### config.mk
export PLATFORM = sky130hd
export DESIGN_NAME = add_sub_pipe
export DESIGN_NICKNAME = d
export VERILOG_FILES = /design/src/rtl/add_defs.sv /design/src/rtl/add_sub_stage.sv /design/src/rtl/add_sub_pipe.sv
export SDC_FILE = /design/constraint.sdc
export NUM_CORES = 1
export LEC_CHECK = 0
export CAP_MARGIN = 20
export CELL_PAD_IN_SITES_DETAIL_PLACEMENT = 1
export CELL_PAD_IN_SITES_GLOBAL_PLACEMENT = 1
export CORE_MARGIN = 4
export CORE_UTILIZATION = 35
export DETAILED_ROUTE_END_ITERATION = 7
export PLACE_DENSITY = 0.75
export SKIP_CTS_REPAIR_TIMING = 1
export SYNTH_ARGS = -nofsm -noshare
export SYNTH_HDL_FRONTEND = slang
export SYNTH_SLANG_ARGS = --single-unit
### constraint.sdc
create_clock -name clk -period 5.2 [get_ports clk]
set_input_delay 0.52 -clock clk [delete_from_list [all_inputs] [get_ports clk]]
set_output_delay 0.52 -clock clk [all_outputs]
set_load 0.05 [all_outputs]
### src/rtl/add_defs.sv
// Shared definitions for the pipelined adder/subtractor: operation encodings
// and the bit positions of the condition flags.
package add_defs;

    localparam logic ADD = 1'b0;
    localparam logic SUB = 1'b1;

    localparam int FLAG_C = 0;
    localparam int FLAG_V = 1;
    localparam int FLAG_Z = 2;
    localparam int FLAG_N = 3;
    localparam int FLAG_W = 4;

    typedef logic [FLAG_W-1:0] flags_t;

endpackage

### src/rtl/add_sub_stage.sv
// One slice of the pipelined carry chain. Adds chunk LO_W/CW of the operands,
// writes the partial sum in place of the consumed a-chunk, and forwards the
// not-yet-consumed upper b-chunks. Bits of ar below LO_W already hold result
// chunks from earlier stages; bits above it still hold operand a.
module add_sub_stage #(
    parameter int WIDTH  = 32,
    parameter int CW     = 8,
    parameter int LO_W   = 0,
    parameter int SKEW_W = 24,
    parameter int BO_W   = (SKEW_W > 0) ? SKEW_W : 1
) (
    input  logic                 clk,
    input  logic                 rst,
    input  logic                 up_valid,
    output logic                 up_ready,
    output logic                 dn_valid,
    input  logic                 dn_ready,
    input  logic [WIDTH-1:0]     ar_in,
    input  logic [CW+SKEW_W-1:0] b_in,
    input  logic                 c_in,
    input  logic                 ov_in,
    output logic [WIDTH-1:0]     ar_out,
    output logic [BO_W-1:0]      b_out,
    output logic                 c_out,
    output logic                 ov_out
);

    // The stage holding the top chunk is the only one that can see the MSB
    // carries, so it alone produces the overflow bit.
    localparam bit LAST = (LO_W + CW == WIDTH);

    logic             valid_reg;
    logic [WIDTH-1:0] ar_reg;
    logic [WIDTH-1:0] ar_next;
    logic             c_reg;
    logic             c_next;
    logic             ov_reg;
    logic             ov_next;
    logic [CW-1:0]    s_next;
    logic [CW-1:0]    a_ch;
    logic [CW-1:0]    b_ch;
    logic             advance;

    assign a_ch     = ar_in[LO_W +: CW];
    assign b_ch     = b_in[CW-1:0];
    assign advance  = !valid_reg || dn_ready;
    assign up_ready = advance;
    assign dn_valid = valid_reg;
    assign ar_out   = ar_reg;
    assign c_out    = c_reg;
    assign ov_out   = ov_reg;

    // Chunk adder; overflow = carry into MSB xor carry out of MSB.
    always_comb begin
        {c_next, s_next}     = {1'b0, a_ch} + {1'b0, b_ch} + {{CW{1'b0}}, c_in};
        ar_next              = ar_in;
        ar_next[LO_W +: CW]  = s_next;
        ov_next              = LAST ? (c_next ^ s_next[CW-1] ^ a_ch[CW-1] ^ b_ch[CW-1]) : ov_in;
    end

    // Occupancy: refill (or empty) whenever this stage is free to move.
    always_ff @(posedge clk) begin
        if (rst) begin
            valid_reg <= 1'b0;
        end else if (advance) begin
            valid_reg <= up_valid;
        end
    end

    // Payload is captured only on a real transfer so a stalled result stays put.
    always_ff @(posedge clk) begin
        if (rst) begin
            ar_reg <= '0;
            c_reg  <= 1'b0;
            ov_reg <= 1'b0;
        end else if (advance && up_valid) begin
            ar_reg <= ar_next;
            c_reg  <= c_next;
            ov_reg <= ov_next;
        end
    end

    if (SKEW_W > 0) begin : g_skew
        logic [SKEW_W-1:0] b_reg;

        // Upper b-chunks travel alongside the partial result.
        always_ff @(posedge clk) begin
            if (rst) begin
                b_reg <= '0;
            end else if (advance && up_valid) begin
                b_reg <= b_in[CW +: SKEW_W];
            end
        end

        assign b_out = b_reg;
    end else begin : g_noskew
        assign b_out = '0;
    end

endmodule

### src/rtl/add_sub_pipe.sv
// Pipelined WIDTH-bit adder/subtractor with valid/ready flow control.
// The carry chain is cut into STAGES chunks; the last stage's registers are
// the output register and the flags are decoded from them.
module add_sub_pipe
    import add_defs::*;
#(
    parameter int WIDTH  = 32,
    parameter int STAGES = 4
) (
    input  logic             clk,
    input  logic             rst,
    input  logic             in_valid,
    output logic             in_ready,
    input  logic [WIDTH-1:0] a,
    input  logic [WIDTH-1:0] b,
    input  logic             sub,
    input  logic             cin,
    output logic             out_valid,
    input  logic             out_ready,
    output logic [WIDTH-1:0] sum,
    output logic             cout,
    output logic             ovf,
    output logic             zero,
    output logic             neg
);

    localparam int CW = WIDTH / STAGES;

    logic [WIDTH-1:0] bx;
    logic             c0;
    logic             stg_valid [STAGES];
    logic             stg_ready [STAGES];
    logic             stg_carry [STAGES];
    logic             stg_ovf   [STAGES];
    logic [WIDTH-1:0] stg_ar    [STAGES];
    flags_t           flags;

    // Subtraction is a + ~b + ~borrow.
    always_comb begin
        bx = (sub == SUB) ? ~b : b;
        c0 = (sub == SUB) ? ~cin : cin;
    end

    for (genvar gi = 0; gi < STAGES; gi++) begin : gen_stage
        localparam int SKEW_W = (STAGES - 1 - gi) * CW;
        localparam int BO_W   = (SKEW_W > 0) ? SKEW_W : 1;

        logic [WIDTH-1:0]     ar_i;
        logic [CW+SKEW_W-1:0] b_i;
        logic                 c_i;
        logic                 v_i;
        logic                 ov_i;
        logic                 dn_rdy;
        logic [BO_W-1:0]      b_q;

        if (gi == 0) begin : g_first
            assign ar_i = a;
            assign b_i  = bx;
            assign c_i  = c0;
            assign v_i  = in_valid;
            assign ov_i = 1'b0;
        end else begin : g_chain
            assign ar_i = stg_ar[gi-1];
            assign b_i  = gen_stage[gi-1].b_q;
            assign c_i  = stg_carry[gi-1];
            assign v_i  = stg_valid[gi-1];
            assign ov_i = stg_ovf[gi-1];
        end

        if (gi == STAGES - 1) begin : g_last
            logic unused_b_tail;
            assign dn_rdy        = out_ready;
            assign unused_b_tail = b_q[0];
        end else begin : g_mid
            assign dn_rdy = stg_ready[gi+1];
        end

        add_sub_stage #(
            .WIDTH  (WIDTH),
            .CW     (CW),
            .LO_W   (gi * CW),
            .SKEW_W (SKEW_W)
        ) u_stage (
            .clk      (clk),
            .rst      (rst),
            .up_valid (v_i),
            .up_ready (stg_ready[gi]),
            .dn_valid (stg_valid[gi]),
            .dn_ready (dn_rdy),
            .ar_in    (ar_i),
            .b_in     (b_i),
            .c_in     (c_i),
            .ov_in    (ov_i),
            .ar_out   (stg_ar[gi]),
            .b_out    (b_q),
            .c_out    (stg_carry[gi]),
            .ov_out   (stg_ovf[gi])
        );
    end

    assign in_ready  = stg_ready[0];
    assign out_valid = stg_valid[STAGES-1];
    assign sum       = stg_ar[STAGES-1];

    // Flags from the registered result; zero is qualified so it reads 0 when idle.
    always_comb begin
        flags         = '0;
        flags[FLAG_C] = stg_carry[STAGES-1];
        flags[FLAG_V] = stg_ovf[STAGES-1];
        flags[FLAG_Z] = out_valid && (sum == '0);
        flags[FLAG_N] = sum[WIDTH-1];
    end

    assign cout = flags[FLAG_C];
    assign ovf  = flags[FLAG_V];
    assign zero = flags[FLAG_Z];
    assign neg  = flags[FLAG_N];

endmodule

==> metrics.csv, run 1 <==
metric,value,unit
status,"finished, final reports clean",
"most common cell after layout, fill and taps aside",nand2_1,
Sum Neg Setup Slack,0,ns
Post-Route WL,20.3,mm
Port Buffers,107,
root buffer cell,clkbuf_16,
peak supply drop,0.210,mV
site row count,55,
Syn Nets,1079,
global route overflow,0,
Post-synth EDFFs,0,
Setup Crit Path Kind,input port to register,
Num CTS Buffers,17,
area delta synth->final,22.3,%
post-DR wirelength/cell,15.1,um
Final setup viols,0,
I/O pin count,108,
placed instance area,0.00924,mm2
via count of the first global-routing pass,6668,
# diodes,0,
metal2 WL,8.82,mm
initial antenna violation count,0,
"Distinct cells, synth",52,
"Clk Latency, worst-skew pair",0.44,ns
DRT iter0 DRCs,362,
Worst Tran Pin Value,0.889,ns
total clock sinks,185,
max cap viols,0,
WL met3,723,um
ANT nets after route,0,
CTS tree,built,
sequential element share of the synthesized area,46.0,%
Worst Skew,0.0205,ns
Mapped Cells,973,
first-pass GRT wire length,33.4,mm
most common flop cell mapped by yosys,dfxtp_1,
placer congestion estimate,0.784,
chip width,160,um
syn avg cell area,8.28,um2
Max Slew Vio Count,0,
CORE AREA,0.0226,mm2
endpoint class of the critical path,register,
Max Used Layer,met4,
Worst EP arrival,3.19,ns
Yosys reg bits,185,
Rel. slew slack,40.7,%
Via density,4.99,
Nets,1148,
"Reg clk slew, reported paths",0.07,ns
fmax,0.343,GHz
H-tree Lvls,4,
crit path max fanout,33,
Fin. Hold Viols,0,
most frequent cells in the layout,"nand2_1, dfxtp_1, a21oi_1",
GRT Total Usage,15.8,%
Initial Utilization,35.6,%
ratio of cells with drive above 1 in the final layout,5.69,%
min Tclk post-route,2.92,ns
static leakage,3.61,nW
pre-CTS setup slack,1.83,ns
fillcell total,2687,
Die H,160,um
Power Dens Cells,321,mW/mm2
largest net degree at the start of global routing,81,
Syn. warnings,0,
synthesized cell area,0.00806,mm2
Vias,6681,
"Async S/R FF share, synth",0,%
RSZ-0062 raised after global routing,no,
CP Launch Type,input port,
drt drc,0,
worst setup margin,2.28,ns
Worst EP required,5.47,ns
design area,0.00986,mm2
Final Cycle Share,56.1,%
Post-Route M1 WL,10.5,mm
drt first pass iters,4,
Clock Tree Buf Depth,2,
Final HPWL DP,14.2,mm
full die area,0.0255,mm2
worst min-delay path category,register to register,
## logic make-up (layout without fill, tap and decap cells)
| family | Yosys count | after routing | share of synthesized area (%) |
|---|---|---|---|
| AOI/OAI and AO/OA | 234 | 234 | 17.5 |
| adders and majority gates | 36 | 36 | 6.33 |
| muxes | 1 | 1 | 0.124 |
| xor gates and xnor gates | 47 | 47 | 5.11 |
| DFF | 185 | 185 | 46.0 |
| buffers and inverters | 80 | 162 | 4.55 |
| and+or+nand+nor | 390 | 390 | 20.4 |
## worst max-delay path, cell delays in order
cell	delay, ns
buf_2	0.08
buf_4	0.44
xor2_1	0.16
fa_1	0.46
fa_1	0.42
a21o_1	0.18
a21oi_1	0.20
o21ai_0	0.17
a2111oi_0	0.43
a2111oi_0	0.11
## power breakdown
part | total [W] | internal [W] | switching (W)
Clock | 0.00134 | 0.000774 | 0.000568
Combinational | 0.000319 | 0.000142 | 0.000177
Sequential | 0.00150 | 0.00147 | 0.0000344
## area by class of cell
| type | count | area (um2) | area share, % |
|---|---|---|---|
| multi-input cells | 708 | 4000 | 40.6 |
| flip-flops and latches | 185 | 3700 | 37.6 |
| repair buffers | 116 | 1140 | 11.5 |
| clock buffers | 18 | 439 | 4.45 |
| well taps | 285 | 357 | 3.62 |
| clock inverters | 14 | 169 | 1.71 |
| inverters | 14 | 52.6 | 0.533 |
## final timing paths
kind	startpoint	to	slack [ns]	cells after the start
hold / removal	gen_stage[0].u_stage.ar_out[16]$_SDFFE_PP0P_	gen_stage[1].u_stage.ar_out[16]$_SDFFE_PP0P_	0.45	2
setup reg to reg	gen_stage[1].u_stage.b_out[0]$_SDFFE_PP0P_	gen_stage[2].u_stage.c_out$_SDFFE_PP0P_	2.63	7
setup / recovery	sub	gen_stage[0].u_stage.c_out$_SDFFE_PP0P_	2.28	10
hold reg to reg	gen_stage[0].u_stage.ar_out[16]$_SDFFE_PP0P_	gen_stage[1].u_stage.ar_out[16]$_SDFFE_PP0P_	0.45	2
## layer usage
metal / global-route usage, % / vias to the layer above
li1: - / 3430
met1: 22.4 / 3123
met2: 24.6 / 115
met3: 2.74 / 13
met4: 4.85 / 0
met5: 0 / -
## sequential cells by signal (all words and copies together), names as in the netlist
signal                      flops
gen_stage.u_stage.dn_valid      4
gen_stage.u_stage.b_out        48
gen_stage.u_stage.ov_out        1
gen_stage.u_stage.c_out         4
gen_stage.u_stage.ar_out      128
## per-stage QoR
stage	hold WS [ns]	util, %	power (W)	std cells
floorplan	0.427	-	0.00174	973
global placement	0.439	40.8	0.00185	1307
detailed placement	0.446	40.8	0.00186	1307
CTS	0.455	43.5	0.00320	1339
global route	0.475	43.5	0.00329	1340
finish	0.452	43.5	0.00316	1340
## synthesized netlist by cell type, types with 2 or more instances
master	n	share of area (%)
o21a_1	2	0.19
nand4_1	4	0.31
nand2_1	285	13
xor2_1	14	1.5
a2111oi_0	6	0.65
nor3_1	8	0.50
clkbuf_1	33	1.5
ha_1	28	4.3
buf_6	3	0.42
nand3_1	7	0.43
nor4b_1	6	0.65
nand2b_1	5	0.39
or4_1	3	0.28
o21ai_0	12	0.75
nor2_1	44	2.0
inv_1	13	0.61
buf_2	26	1.6
a311o_1	2	0.25
a211oi_1	23	2.1
a21o_1	6	0.56
xnor2_1	33	3.6
a21oi_1	158	9.8
buf_4	3	0.28
dfxtp_1	185	46
fa_1	8	2.0
and3_1	3	0.23
o211ai_1	2	0.19
a31oi_1	2	0.16
nor4_1	9	0.70
nor2b_1	4	0.31
nand3b_1	4	0.37
o31ai_1	2	0.19
and4_1	2	0.22
a211oi_2	10	1.6
(Power assumes the default switching activity.)
==> run 2, diff against run 1 <==
Settings changed: PLACE_DENSITY 0.75 to 0.77.
Clock period 5.2 ns to 2.35 ns, I/O delays scaled along.
==> run 2 against run 1 <==
Against the previous run: via count is 2.6% higher; die area unchanged; sequential power is 120% higher; first-iteration DRC count is 2.5% lower; global-route usage is 0.75 points higher; non-clock buffer count up 26; sequential share of layout area shrank 0.93 points; combinational power rose by 140%; highest routed layer unchanged.
==> metrics.csv, run 2 (synthesized netlist as in run 1, its figures left out) <==
metric,value,unit
status,"finished, final reports clean",
Final Cycle Share,93.8,%
Initial Utilization,35.6,%
r2r endpoint,gen_stage[2].u_stage.ar_out[22]$_SDFFE_PP0P_,
static leakage,3.71,nW
endpoint class of the critical path,register,
min Tclk post-route,2.20,ns
first-pass GRT wire length,35.1,mm
full die area,0.0255,mm2
global route overflow,0,
r2r setup slk,0.15,ns
Die H,160,um
hold worst-path end,gen_stage[2].u_stage.ar_out[24]$_SDFFE_PP0P_,
Post-Route WL,21.0,mm
Clock Tree Buf Depth,2,
area delta synth->final,25.4,%
ANT nets after route,0,
"most common cell after layout, fill and taps aside",nand2_1,
drt drc,0,
CORE AREA,0.0226,mm2
worst min-delay path category,input port to register,
total clock sinks,185,
site row count,55,
Final Core Density,44.7,%
CP Launch Type,register,
Via density,5.02,
hold_ws,0.178,ns
Num CTS Buffers,17,
Port Buffers,107,
ratio of cells with drive above 1 in the final layout,8.98,%
CTS tree,built,
H-tree Lvls,4,
FF-to-FF Start,gen_stage[1].u_stage.b_out[0]$_SDFFE_PP0P_,
drt first pass iters,4,
Worst EP arrival,2.56,ns
Power Dens Cells,688,mW/mm2
Rel. slew slack,61.9,%
Fin. Hold Viols,0,
root buffer cell,clkbuf_16,
max FFs per register,128,
I/O pin count,108,
initial antenna violation count,0,
Worst EP required,2.70,ns
fmax,0.454,GHz
peak supply drop,0.393,mV
GRT Total Usage,16.5,%
Final setup viols,0,
placed instance area,0.00949,mm2
"Reg clk slew, reported paths",0.07,ns
hold wc startpoint,rst,
Nets,1174,
fillcell total,2674,
worst r2r path cells,9,
"Clk Latency, worst-skew pair",0.43,ns
design area,0.0101,mm2
crit path max fanout,2,
Worst Tran Pin Value,0.572,ns
via count of the first global-routing pass,7111,
most frequent cells in the layout,"nand2_1, dfxtp_1, a21oi_1",
Hold Path Stages,2,
chip width,160,um
Setup Crit Path Kind,register to register,
Worst Skew,0.00991,ns
RSZ-0062 raised after global routing,no,
max cap viols,0,
Final HPWL DP,15.4,mm
placer congestion estimate,0.798,
Vias,6858,
# diodes,0,
post-DR wirelength/cell,15.4,um
largest net degree at the start of global routing,54,
DRT iter0 DRCs,353,
Max Slew Vio Count,0,
==> run 2: cell count changes in the layout (fill, tap and decap cells not counted), sizes merged <==
cell,previous run,this run
bufinv,3,2
clkinv,7,3
buf,11,39
clkdlybuf4s50,105,103
clkinvlp,1,4
clkbuf,18,19
==> run 2: critical path: stages (launching register included) <==
cell	delay (ns)
dfxtp_1	0.34
fa_2	0.42
fa_2	0.37
a21o_1	0.18
a21oi_2	0.19
o21ai_1	0.13
buf_4	0.15
xor2_1	0.13
nand2_1	0.07
a21oi_1	0.14
==> run 2: per-layer routing <==
layer / share of wire [%] / track usage (%) / wire length [um]
met1: 50 / 23.0 / 10500
met2: 46 / 26.6 / 9610
met3: 3.2 / 2.58 / 662
met4: 1.0 / 4.85 / 214
met5: 0 / 0 / 0
==> run 2: stage by stage <==
stage / setup TNS, ns / setup WS [ns] / instances / power [W]
finish: 0 / 0.145 / 1365 / 0.00695
global route: 0 / 0.00273 / 1365 / 0.00726
CTS: -0.177 / -0.141 / 1364 / 0.00702
detailed placement: -0.596 / -0.266 / 1333 / 0.00417
floorplan: -0.0344 / -0.0344 / 973 / 0.00385
global placement: -0.390 / -0.217 / 1333 / 0.00414
==> run 2: worst max-delay path by stage <==
stage / start / end / slack (ns) / depth (start not counted)
floorplan: sub / gen_stage[0].u_stage.c_out$_SDFFE_PP0P_ / -0.03 / 10
global placement: b[0] / gen_stage[0].u_stage.c_out$_SDFFE_PP0P_ / -0.22 / 9
detailed placement: b[0] / gen_stage[0].u_stage.c_out$_SDFFE_PP0P_ / -0.27 / 9
CTS: gen_stage[1].u_stage.b_out[0]$_SDFFE_PP0P_ / gen_stage[2].u_stage.c_out$_SDFFE_PP0P_ / -0.14 / 7
global route: gen_stage[1].u_stage.b_out[0]$_SDFFE_PP0P_ / gen_stage[2].u_stage.ar_out[22]$_SDFFE_PP0P_ / 0.003 / 9
finish: gen_stage[1].u_stage.b_out[0]$_SDFFE_PP0P_ / gen_stage[2].u_stage.ar_out[22]$_SDFFE_PP0P_ / 0.15 / 9
==> run 2: cell type report <==
type,instances,area (um2),area share (%)
clock inverter,12,141,1.40
multi-input combinational,708,4040,39.9
sequential,185,3700,36.6
inverter,14,52.6,0.520
clock buffer,19,443,4.38
timing repair buffer,142,1380,13.6
tap,285,357,3.53
==> run 2: report_power, final <==
| group | leakage, nW | switching [W] | internal, W | total, W |
|---|---|---|---|---|
| Combinational | 1.93 | 0.000409 | 0.000362 | 0.000771 |
| Clock | 0.274 | 0.00125 | 0.00161 | 0.00285 |
| Sequential | 1.51 | 0.0000740 | 0.00325 | 0.00333 |
==> run 3, diff against run 2 <==
Settings changed: ABC_AREA set to 1, PLACE_DENSITY 0.77 to 0.78.
==> run 3 against run 2 <==
Against the previous run: wire length fell by 3.3%; maximum frequency increased by 1.0%; die area grew 0.80%; synthesized cell count up 6.5%; worst setup slack better by 0.022 ns; combinational power increased by 37%; utilization decreased by 0.97 points.
==> metrics.csv, run 3 <==
metric,value,unit
status,"finished, final reports clean",
# diodes,0,
largest net degree at the start of global routing,81,
"Async S/R FF share, synth",0,%
drt first pass iters,4,
RSZ-0062 raised after global routing,no,
full die area,0.0257,mm2
Worst Tran Pin Value,0.817,ns
site row count,55,
total clock sinks,185,
Final Power,0.00711,W
CTS tree,built,
synthesized cell area,0.00813,mm2
ANT nets after route,0,
CP Launch Type,register,
syn avg cell area,7.84,um2
Syn Nets,1142,
crit path max fanout,5,
placed instance area,0.00939,mm2
min Tclk post-route,2.18,ns
largest cells by area after synthesis,"dfxtp_1, nor2_1, o21ai_0",
Yosys reg bits,185,
slowest cell on the critical path,clkdlybuf4s50_1,
design area,0.00992,mm2
Die H,160,um
drt drc,0,
placer congestion estimate,0.790,
Final HPWL DP,14.7,mm
"count leader, synth",nor2_1,
via count of the first global-routing pass,7031,
root buffer cell,clkbuf_16,
Syn. warnings,0,
static leakage,4.33,nW
Post-Route WL,20.3,mm
DRT iter0 DRCs,314,
Nets,1226,
most common flop cell mapped by yosys,dfxtp_1,
area delta synth->final,22.1,%
Max Slew Vio Count,0,
Clock Tree Buf Depth,2,
Initial Utilization,35.8,%
Port Buffers,107,
Final Cycle Share,92.9,%
Setup Crit Path Kind,register to output port,
Worst EP required,2.12,ns
peak supply drop,0.448,mV
post-DR wirelength/cell,14.3,um
Placed Cells,1386,
Worst EP arrival,1.95,ns
initial antenna violation count,0,
endpoint class of the critical path,output port,
Post-synth EDFFs,0,
cells along the critical path,"inv_2, nor2_4, nand4_4, clkdlybuf4s50_1",
ratio of cells with drive above 1 in the final layout,5.75,%
Mapped Cells,1036,
first-pass GRT wire length,34.7,mm
chip width,160,um
I/O pin count,108,
Power Dens Cells,717,mW/mm2
Non-Filler Instances,1416,
max FFs per register,128,
CP peak stage delay,0.75,ns
Fin. Hold Viols,0,
worst min-delay path category,input port to register,
"most common cell after layout, fill and taps aside",nor2_1,
Via density,4.83,
share of the synthesized area in the top cell type,45.6,%
GRT Total Usage,16.2,%
CORE AREA,0.0227,mm2
Vias,6834,
"area leader, netlist",dfxtp_1,
most frequent cells in the layout,"nor2_1, dfxtp_1, o21ai_0",
"Clk Latency, worst-skew pair",0.42,ns
Worst Skew,0.00995,ns
hold_ws,0.436,ns
Num CTS Buffers,17,
Sum Neg Setup Slack,0,ns
global route overflow,0,
Rel. slew slack,45.5,%
"Reg clk slew, reported paths",0.07,ns
Final setup viols,0,
"Distinct cells, synth",37,
sequential element share of the synthesized area,45.6,%
Post-synth top cells,"nor2_1, dfxtp_1, o21ai_0",
fillcell total,2769,
H-tree Lvls,4,
fmax,0.458,GHz
max cap viols,0,
## run 3: cell types whose count changed after synthesis, sizes merged, moves of 32 or more
cell    before  now
a21oi      158   91
inv         13   80
nor2        44  234
o21ai       12  178
nand2      286   68
a211oi      33    1
## run 3: routing by layer
| layer | up-vias | GRT usage, % | share of wire (%) |
|---|---|---|---|
| met4 | 0 | 4.26 | 1.1 |
| met3 | 13 | 2.69 | 3.3 |
| met5 | - | 0 | 0 |
| li1 | 3539 | - | - |
| met2 | 109 | 26.4 | 46 |
| met1 | 3173 | 22.3 | 49 |
## run 3: cells by family (layout without fill, tap and decap cells)
| family | after synthesis | after routing | share of synthesized area [%] |
|---|---|---|---|
| xor gates and xnor gates | 52 | 52 | 5.60 |
| DFF | 185 | 185 | 45.6 |
| AOI/OAI and AO/OA | 281 | 281 | 17.6 |
| buffers and inverters | 141 | 236 | 7.78 |
| and+or+nand+nor | 341 | 341 | 17.2 |
| adders and majority gates | 36 | 36 | 6.28 |
## run 3: critical path, delay by kind of cell (launching register included)
| family | cells | cell delay (ns) |
|---|---|---|
| buffers and inverters | 2 | 0.81 |
| DFF | 1 | 0.35 |
| and+or+nand+nor | 2 | 0.37 |
## run 3: cell type report
type                            count  area, um2  share of cell area, %
Clock buffer                       20        447                   4.50
Multi-Input combinational cell    710       3800                   38.3
Tap cell                          285        357                   3.59
Inverter                           81        305                   3.08
Timing Repair Buffer              125       1220                   12.3
Clock inverter                     10       80.1                  0.807
Sequential cell                   185       3700                   37.3
## run 3: through the flow
step                      worst slack, ns  util (%)
after floorplan                    0.0985         -
after global placement             0.0157      41.3
after detailed placement          -0.0659      41.3
after CTS                           0.108      43.7
after global routing               0.0948      43.7
final                               0.167      43.7
## run 3: final timing paths
path / cells after the start / end / startpoint / slack, ns
min reg2reg: 2 / gen_stage[0].u_stage.b_out[13]$_SDFFE_PP0P_ / gen_stage[0].u_stage.b_out[13]$_SDFFE_PP0P_ / 0.46
max: 4 / in_ready / gen_stage[3].u_stage.dn_valid$_SDFFE_PP0P_ / 0.17
max reg2reg: 7 / gen_stage[2].u_stage.ar_out[22]$_SDFFE_PP0P_ / gen_stage[1].u_stage.b_out[0]$_SDFFE_PP0P_ / 0.31
min: 3 / gen_stage[0].u_stage.ar_out[19]$_SDFFE_PP0P_ / a[19] / 0.44
## run 3: where the power goes
part | internal (W) | switching [W]
Sequential | 0.00333 | 0.000105
Clock | 0.00146 | 0.00115
Combinational | 0.000441 | 0.000618
Total | 0.00523 | 0.00188
